File: src/rtl/gpio_ctlr.sv
// PerInt initiator for one gpio slave: configures direction and debounce out of
// reset, then services interrupts with an ack-then-read and forwards output writes.
module gpio_ctlr #(
  parameter int ARCHBITSZ = 32,
  parameter int IOCOUNT = 8,
  parameter logic [ARCHBITSZ-2:0] DIRMASK = '0,
  parameter logic [ARCHBITSZ-2:0] DBNCCYC = (ARCHBITSZ-1)'(16),
  localparam int ADDRBITSZ = ARCHBITSZ - $clog2(ARCHBITSZ/8)
) (
  input  logic                   clk_i,
  input  logic                   rst_ni,
  output logic [1:0]             pi1_op_o,
  output logic [ADDRBITSZ-1:0]   pi1_addr_o,
  output logic [ARCHBITSZ-1:0]   pi1_data_o,
  input  logic [ARCHBITSZ-1:0]   pi1_data_i,
  output logic [ARCHBITSZ/8-1:0] pi1_sel_o,
  input  logic                   pi1_rdy_i,
  input  logic                   intrqst_i,
  output logic                   intrdy_o,
  input  logic [IOCOUNT-1:0]     out_i,
  input  logic                   out_valid_i,
  output logic                   out_ready_o,
  output logic [IOCOUNT-1:0]     in_o,
  output logic                   in_valid_o,
  output logic [ARCHBITSZ-1:0]   iocount_o,
  output logic [ARCHBITSZ-1:0]   clkfreq_o,
  output logic                   cfgdone_o
);

  localparam logic [1:0] OP_NOOP = 2'b00;
  localparam logic [1:0] OP_WR   = 2'b01;
  localparam logic [1:0] OP_RD   = 2'b10;
  localparam logic [1:0] OP_RW   = 2'b11;

  typedef enum logic [3:0] {
    ST_RST, ST_CFGIO, ST_CFGIOW, ST_CFGDB, ST_CFGDBW,
    ST_IDLE, ST_ACK, ST_RD, ST_RDW, ST_WR
  } state_t;

  state_t                 state_q;
  logic                   out_ready_q;
  logic                   in_valid_q;
  logic                   cfgdone_q;
  logic [IOCOUNT-1:0]     in_q;
  logic [ARCHBITSZ-1:0]   iocount_q;
  logic [ARCHBITSZ-1:0]   clkfreq_q;

  always_ff @(posedge clk_i or negedge rst_ni) begin
    if (!rst_ni) begin
      state_q     <= ST_RST;
      out_ready_q <= 1'b0;
      in_valid_q  <= 1'b0;
      cfgdone_q   <= 1'b0;
      in_q        <= '0;
      iocount_q   <= '0;
      clkfreq_q   <= '0;
    end else begin
      out_ready_q <= 1'b0;
      in_valid_q  <= 1'b0;
      case (state_q)
        ST_RST:    state_q <= ST_CFGIO;
        ST_CFGIO:  if (pi1_rdy_i) state_q <= ST_CFGIOW;
        ST_CFGIOW: if (pi1_rdy_i) begin
          iocount_q <= pi1_data_i;
          state_q   <= ST_CFGDB;
        end
        ST_CFGDB:  if (pi1_rdy_i) state_q <= ST_CFGDBW;
        ST_CFGDBW: if (pi1_rdy_i) begin
          clkfreq_q <= pi1_data_i;
          cfgdone_q <= 1'b1;
          state_q   <= ST_IDLE;
        end
        // Interrupts win over writes so input changes are never starved.
        ST_IDLE: begin
          if (intrqst_i)        state_q <= ST_ACK;
          else if (out_valid_i) state_q <= ST_WR;
        end
        ST_ACK:    state_q <= ST_RD;
        ST_RD:     if (pi1_rdy_i) state_q <= ST_RDW;
        ST_RDW:    if (pi1_rdy_i) begin
          in_q       <= pi1_data_i[IOCOUNT-1:0];
          in_valid_q <= 1'b1;
          state_q    <= ST_IDLE;
        end
        ST_WR:     if (pi1_rdy_i) begin
          out_ready_q <= 1'b1;
          state_q     <= ST_IDLE;
        end
        default:   state_q <= ST_RST;
      endcase
    end
  end

  always_comb begin
    pi1_op_o   = OP_NOOP;
    pi1_data_o = '0;
    intrdy_o   = 1'b1;
    case (state_q)
      ST_CFGIO: begin
        pi1_op_o   = OP_RW;
        pi1_data_o = {1'b0, DIRMASK};
      end
      ST_CFGDB: begin
        pi1_op_o   = OP_RW;
        pi1_data_o = {1'b1, DBNCCYC};
      end
      ST_ACK:   intrdy_o = 1'b0;
      ST_RD:    pi1_op_o = OP_RD;
      ST_WR: begin
        pi1_op_o   = OP_WR;
        pi1_data_o = {{(ARCHBITSZ-IOCOUNT){1'b0}}, out_i};
      end
      default: ;
    endcase
  end

  assign pi1_addr_o  = '0;
  assign pi1_sel_o   = '1;
  assign out_ready_o = out_ready_q;
  assign in_valid_o  = in_valid_q;
  assign cfgdone_o   = cfgdone_q;
  assign in_o        = in_q;
  assign iocount_o   = iocount_q;
  assign clkfreq_o   = clkfreq_q;

endmodule

File: config.mk
export PLATFORM = sky130hd
export DESIGN_NAME = gpio_ctlr
export DESIGN_NICKNAME = d
export VERILOG_FILES = /design/src/rtl/gpio_ctlr.sv
export SDC_FILE = /design/constraint.sdc
export NUM_CORES = 1
export LEC_CHECK = 0
export ABC_AREA = 0
export CORE_ASPECT_RATIO = 1.2
export CORE_MARGIN = 2
export CORE_UTILIZATION = 50
export CTS_CLUSTER_DIAMETER = 120
export DETAILED_ROUTE_END_ITERATION = 12
export DONT_BUFFER_PORTS = 1
export MAX_ROUTING_LAYER = met4
export PLACE_DENSITY = 0.61
export RECOVER_POWER = 100
export SLEW_MARGIN = 5
export SYNTH_ARGS = -nofsm -noshare
export SYNTH_HDL_FRONTEND = slang
export SYNTH_SLANG_ARGS = --single-unit
File: constraint.sdc
create_clock -name clk_i -period 4.5 [get_ports clk_i]
set_input_delay 0.225 -clock clk_i [delete_from_list [all_inputs] [get_ports clk_i]]
set_output_delay 0.225 -clock clk_i [all_outputs]
set_load 0.02 [all_outputs]
==> results of run 1 <==
-- worst max path at each step --
stage,start,end,slack (ps),cells after the start
detailed placement,state_q[0],iocount_o[19],1990,4
global placement,state_q[0],iocount_o[12],2090,4
CTS,state_q[0],iocount_o[20],1990,4
finish,state_q[0],iocount_o[20],1520,4
floorplan,state_q[0],iocount_o[17],2930,4
global route,state_q[0],iocount_o[13],1320,4
-- cells by family after synthesis --
group	after synthesis	share of synthesized area [%]
other	2	0.2012
DFF	79	52.97
muxes	75	23.10
and+or+nand+nor	31	6.671
buffers and inverters	73	14.85
AOI/OAI and AO/OA	13	2.213
-- worst reg2reg max path, cell delays in order (launching register included) --
cell,delay [ps]
dfrtp_1,510
nand2b_1,250
nor4b_2,1280
buf_4,450
mux2_2,370
-- final cells by class --
type | instances | area [um2]
clock inverter | 5 | 41.29
fill | 657 | 3421
timing repair buffer | 15 | 165.2
sequential | 79 | 1977
clock buffer | 11 | 151.4
inverter | 4 | 15.01
tap | 90 | 112.6
multi-input combinational | 176 | 1349
-- registers in the layout (all words and copies together), names as in the netlist --
signal,count
iocount_o,32
state_q,4
in_o,8
clkfreq_o,32
out_ready_o,1
cfgdone_o,1
in_valid_o,1
-- stage by stage --
stage                     utilization [%]  setup slack (ps)  total power (uW)  hold WS, ps
final                               52.70              1518              2939        19.42
after global routing                52.70              1316              3116       -10.58
after CTS                           51.99              1993              3036        1.128
after detailed placement            48.67              1985              2508       -68.95
after global placement              48.67              2088              2477       -69.28
after floorplan                         -              2930              2424       -70.59
-- layer usage --
| layer | part of all wire, % | track usage, % |
|---|---|---|
| met1 | 38 | 18.64 |
| met2 | 51 | 25.06 |
| met4 | 2.4 | 9.206 |
| met5 | 0 | - |
| met3 | 9.0 | 5.528 |
-- power by group through the flow --
stage | sequential [uW] | combinational, uW | clock, uW
3_5_place_dp | 1770 | 735 | 0
2_1_floorplan | 1640 | 781 | 0
6_report | 1750 | 699 | 494
5_1_grt | 1790 | 772 | 549
3_3_place_gp | 1770 | 708 | 0
4_1_cts | 1760 | 755 | 517
-- placed cells by master (no fill, tap or decap), types with 2 or more instances in the layout --
master,instances
dfrtp_1,79
mux2_2,66
conb_1,57
dlygate4sd3_1,13
clkbuf_8,11
and3_1,8
mux2_1,8
a21oi_1,5
nand2b_1,4
inv_1,4
nor2b_1,3
nand2_1,3
nor2_1,3
and2b_1,2
o22ai_1,2
o21ai_0,2
nand3_1,2
clkinvlp_4,2
clkinv_4,2
-- synthesized netlist by cell type (2+ instances only) --
| cell | n |
|---|---|
| and3_1 | 8 |
| nand2b_1 | 3 |
| buf_4 | 58 |
| nor2_1 | 3 |
| inv_1 | 4 |
| o22ai_1 | 2 |
| conb_1 | 2 |
| mux2_2 | 66 |
| a21oi_1 | 5 |
| dfrtp_1 | 79 |
| mux2_4 | 5 |
| nor2b_1 | 3 |
| buf_2 | 2 |
| mux2_1 | 3 |
| buf_6 | 8 |
| o21ai_0 | 2 |
==> flow_results.org, run 1 <==
** Status
- Outcome :: finished, violations left
- Violated checks :: max-capacitance violations, max-slew violations

** Synth
- Counting every instance in the synthesized netlist gives 273.
- A synthesized cell averages 13.67 um2.
- The synthesized netlist occupies a cell area of 0.003732 mm2.
- Ys flop type :: dfrtp_1
- dfrtp_1 takes more of the synthesized area than any other cell.
- Ranked by total cell area, the synthesized netlist is headed by dfrtp_1 (53%), mux2_2 (20%), buf_4 (12%), buf_6 (2.4%), mux2_4 (2.0%).
- EDFF count, synth :: 0
- Yosys reg bits :: 79
- FFs w/ async S/R, synth :: 100.0%
- Area share of the leading cell type in the synthesized netlist :: 52.97%
- Summing the sequential cell areas from Yosys gives 52.97% of the chip area.
- Yosys printed 0 warnings.
- The netlist uses 36 different library cells.

** Cells and area
- Number of nets in the finished design :: 330
- Diodes inserted :: 0
- Area growth syn-to-layout :: 2.112%
- Fraction of final layout cells with drive strength greater than 1 :: 30.69%
- The finished layout holds 380 standard cells, fillers aside.
- After routing the design area is 0.003811 mm2.

** Power
- VDD sags by at most 389.8 uV.
- The clock network is responsible for 16.8% of the overall power.
- Net switching is 42.99% of the power.
- Summed over all nets, the switching power comes to 1264 uW.
- The internal portion of the total power is 1676 uW.
- In this run the power density over the cells is 771.2 mW/mm2.
- P_leak :: 0.001802 uW
- Sequential cells account for 59.4% of the total power.
- Combinational logic burns 23.8% of the power.

** Global routing
- Entering global routing, the biggest net connects 80 pins.
- Global routing finished with a remaining overflow of 0.
- Via count of the first global-routing pass :: 1,837
- First-pass GRT wire length :: 10,050 um
- Total track usage :: 16.27%
- Initial antenna violation count :: 0

** STA
- Sum of negative setup slack :: 0 ps
- Peak Freq :: 335.4 MHz
- At the pin with the least slew margin, the transition time is 1560 ps.
- Setup repair after global routing missed its margin :: false
- Final period util :: 66.26%
- Final count of pins violating max slew :: 16
- The worst path in the final design needs a cycle of 2982 ps, including I/O delays and setup.
- Worst-case clock skew :: 6.588 ps
- Setup violations remaining at the end of the flow were counted as 0.
- Final Hold Fails :: 0
- Measured against its own limit, the worst slew margin works out to -4.288%.

** Critical path
- For this design, the slowest cell found on the critical path is nor4b_2.
- Together, buffers and inverters on the worst path number 1.
- STA classifies the critical path endpoint as a flop.
- For this run, the slowest stage of the critical path takes 1280 ps.
- Arrival time at the worst endpoint :: 3200 ps
- Top cell family by delay on the critical path :: simple AND/OR/NAND/NOR gates
- Critical Path Source Type :: flop
- Critical-path cell list :: nand2b_1, nor4b_2, buf_4, mux2_2
- Of all nets on the critical path, the largest fanout is 18.
- Kind of critical path :: reg -> reg
- Depth of the worst register-to-register path :: 4
- For the worst setup path, the data required time is 4720 ps.
- The worst register-to-register path has a setup slack of 1520 ps.
- The worst register-to-register path begins at state_q[0].
- Worst flop-to-flop path endpoint :: iocount_o[20]

** Clock tree
- TritonCTS built the clock tree.
- Max H-tree Level :: 3
- Gates resized during post-CTS repair numbered 0.
- Clock root buffer :: clkbuf_8
- After clock tree synthesis, the clock-pin slew on the worst setup and hold paths is 80 ps.
- For the worst-skew pair, the clock arrives at the later sink with an insertion delay of 340 ps.
- Buffers added to address setup during post-CTS repair amount to 0.
- Buffers inserted to repair hold after CTS numbered 3.
- CTS sink count :: 79
- Number of CTS-inserted buffers :: 9
- Worst-case clock buffer depth :: 2

** Route
- Drt via density :: 5.000
- The pre-antenna-repair detailed-routing pass consisted of 4 iterations.
- For this run, design rule violations remaining after detail routing come to 0.
- After detailed routing, the total wire length is 6414 um.
- Count of antenna-violating nets left after detailed routing :: 0
- In this run, the number of DRC markers left after iteration 0 of detailed routing was 33.
- DR vias :: 1,900
- In the final routed layout, each cell accounts on average for 16.88 um.

** Die
- Number of top-level pins :: 189
- Die Span Y :: 98.65 um
- Die footprint :: 0.008175 mm2
- Starting Density :: 51.61%
- Cell row count :: 34
- In this run the horizontal extent of the chip is 82.87 um.
- The core region is 0.007232 mm2.

** Placement
- Summed over all nets, the half-perimeter wirelength after detailed placement is 4501 um.
- After detailed placement, the total cell area comes to 0.003520 mm2.
- At the end of routability-driven placement, the weighted congestion stood at 0.8588.
- Post-Place Cells :: 350
- IO Port Bufs :: 0

** Hold path
- The worst hold path terminates at clkfreq_o[5].
- Hold Crit Depth :: 1
- The tightest min-delay check is of the in -> reg type.
- Source of the worst hold timing path :: pi1_data_i[5]

** Run
- MaxCap Viol Count :: 1
Note: power is estimated with default switching activity, not from simulation.
==> run 2: changes to the inputs <==
==> constraint.sdc (replaced) <==
create_clock -name clk_i -period 2.8 [get_ports clk_i]
set_input_delay 0.14 -clock clk_i [delete_from_list [all_inputs] [get_ports clk_i]]
set_output_delay 0.14 -clock clk_i [all_outputs]
set_load 0.02 [all_outputs]
==> run 2 against run 1 <==
Against the previous run:
- clock skew rose by 2.2 ps
- worst setup slack worse by 960 ps
- cell area is 5.1% higher
- the run now ends clean
- highest routed layer unchanged
- critical endpoint is now iocount_o[3]
- non-clock buffer count is 22 higher
- hold slack better by 14 ps
==> flow_results.org, run 2 (synthesized netlist as in run 1, its figures left out) <==
** Status
- Outcome :: complete, no violations

** Critical path
- The largest fanout of any net on the critical path came to 13 (-5).
- The critical path is of the reg -> reg type.
- Traced cell by cell, the critical path runs through nand2b_2, nor4b_4, clkbuf_1, mux2_2.
- Among all stages on the critical path, the largest delay is contributed by clkbuf_1.
- Arrival time at the worst endpoint :: 2460 ps (-740 ps)
- Maximum cell stage delay along the critical path :: 650 ps (-630 ps)
- STA classifies the critical path startpoint as a flop.
- STA classifies the critical path endpoint as a flop.
- Required time reported for the critical path endpoint :: 3020 ps (-1700 ps)

** STA
- Time the final worst path needs with I/O delays and setup :: 2238 ps (-743.7 ps)
- Final count of pins violating max slew :: 0 (-16)
- Worst-margin pin slew :: 881.1 ps (-679.1 ps)
- The fraction of the cycle the final worst path needs was 79.92% (+14 points).
- The final-report hold violation count is 0 (unchanged).
- Worst-case clock skew :: 8.747 ps (+2.160 ps)
- Number of failing setup endpoints in the final timing report :: 0 (unchanged)
- Relative max-transition margin :: 41.05% (+45 points)
- Setup repair after global routing left no endpoint under its margin.
- The sum of negative setup slack was 0 ps (unchanged).
- The highest clock rate was 446.9 MHz (+33%).

** Global routing
- First-pass GRT wire length :: 10,940 um (+8.9%)
- Total congestion overflow :: 0 (unchanged)
- Initial antenna violation count :: 0 (unchanged)
- The via count of the first global-routing pass is 2,015 (+9.7%).
- Maximum number of pins on one net before global-route repair :: 80 (unchanged)
- The global-route total usage across every layer came to 17.57% (+1.3 points).

** Clock tree
- The post-cts gate resize count came to 0 (unchanged).
- The clock-pin slew on the worst setup and hold paths came to 70 ps (about the same).
- The total setup buffers inserted after CTS was 0 (unchanged).
- The number of H-tree branching levels is 3 (unchanged).
- The clock latency on the worst-skew pair is 340 ps (about the same).
- Clock root buffer :: clkbuf_8
- TritonCTS clock tree :: done
- Worst-case clock buffer depth :: 2 (unchanged)
- Number of CTS-inserted buffers :: 9 (unchanged)
- The clock sink total came to 79 (unchanged).

** Die
- The y dimension of the die was 98.65 um (unchanged).
- The area of the core came to 0.007232 mm2 (unchanged).
- Horizontal die dimension :: 82.87 um (unchanged)
- Number of top-level pins :: 189 (unchanged)
- The die outline area is 0.008175 mm2 (unchanged).
- Cell row count :: 34 (unchanged)
- The initial core utilization came to 51.61% (unchanged).

** Route
- The detail-routed via count per cell came to 4.958 (-0.85%).
- Count of routing violations after the opening detailed-route iteration :: 32 (-3.0%)
- The number of vias after detailed routing was 1,983 (+4.4%).
- The number of search-and-repair iterations in the first detailed-routing pass was 3 (-1).
- The remaining antenna violation count after routing came to 0 (unchanged).
- WL per Instance :: 16.99 um (+0.66%)
- The post-detailed-routing wire length came to 6796 um (+6.0%).
- Remaining DRCs :: 0 (unchanged)

** Power
- Largest vdd supply drop :: 544.0 uV (+40%)
- The total chip power was 4712 uW (+60%).
- Power density over the cells :: 1176 mW/mm2 (+53%)
- The static leakage power was 0.001891 uW (+4.9%).

** Cells and area
- Diodes inserted :: 0 (unchanged)
- Leaving out fill and tap cells, the most frequent cells in the layout are dfrtp_1 (79), mux2_2 (66), conb_1 (57).
- The count of nets after finishing came to 352 (+6.7%).
- The final-layout fill cell count is 615 (-6.4%).
- Most common cell after layout, fill and taps aside :: dfrtp_1
- Area growth syn-to-layout :: 7.308%
- Non-filler instance count after layout :: 400 (+5.3%)
- The share of layout cells above drive strength 1 is 28.71% (-2.0 points).

** Placement
- The number of buffer cells added on primary ports was 0 (unchanged).
- The routability-driven placement congestion ratio was 0.8042 (-6.4%).
- Post-DP HPWL :: 4493 um (-0.18%)
- Post-Place Cells :: 351 (+0.29%)

** Hold path
- The min-delay analysis places its worst path in the category in -> reg.

** Run
- The max capacitance violation total is 0 (-1).
-- run 2: worst paths after layout --
kind / from / to / slack, ps / cells past startpoint
worst max-delay path: state_q[0] / iocount_o[3] / 560 / 4
worst min-delay path: pi1_rdy_i / state_q[1] / 30 / 3
worst max register to register: state_q[0] / iocount_o[3] / 560 / 4
worst min register to register: cfgdone_o / cfgdone_o / 620 / 1
max in group asynchronous: rst_ni / state_q[0] / 2130 / 2
min in group asynchronous: rst_ni / iocount_o[30] / 360 / 2
-- run 2: cell type report --
type | count | area [um2] | share of cell area [%]
Multi-Input combinational cell | 176 | 1363 | 34.02
Clock inverter | 4 | 23.77 | 0.5936
Sequential cell | 79 | 1977 | 49.36
Clock buffer | 10 | 137.6 | 3.436
Timing Repair Buffer | 37 | 376.6 | 9.403
Inverter | 4 | 15.01 | 0.3749
Tap cell | 90 | 112.6 | 2.812
-- run 2: per-layer routing --
| metal | GRT usage, % | share of wire [%] | up-vias |
|---|---|---|---|
| li1 | - | - | 880 |
| met1 | 20.88 | 40 | 989 |
| met2 | 26.55 | 49 | 102 |
| met3 | 5.863 | 7.8 | 12 |
| met4 | 9.458 | 2.3 | 0 |
| met5 | - | 0 | - |
-- run 2: worst max-delay path, delay by kind of cell, from the launching register on --
kind / cells / cell delay (ps)
buf+inv: 1 / 650
simple gates: 2 / 550
flops: 1 / 510
mux: 1 / 410
-- run 2: repair_timing --
action,CTS,global route
hold endpoints to repair,152,0
endpoints found under the setup margin,0,0
hold buffers,35,0
-- run 2: power breakdown --
group | internal [uW] | total [uW] | switching [uW]
registers | 1700 | 2820 | 1120
logic | 641 | 1170 | 525
clock network | 333 | 729 | 396
-- run 2: per-stage QoR --
| step | worst slack, ps | util, % | area, um2 | hold WS (ps) |
|---|---|---|---|---|
| after floorplan | 1230 | - | 3939 | -155.6 |
| after global placement | 948.0 | 48.77 | 3527 | -154.3 |
| after detailed placement | 949.4 | 48.77 | 3527 | -154.2 |
| after CTS | 786.2 | 56.09 | 4056 | 42.44 |
| after global routing | 380.7 | 55.38 | 4005 | 26.46 |
| final | 562.1 | 55.38 | 4005 | 33.87 |
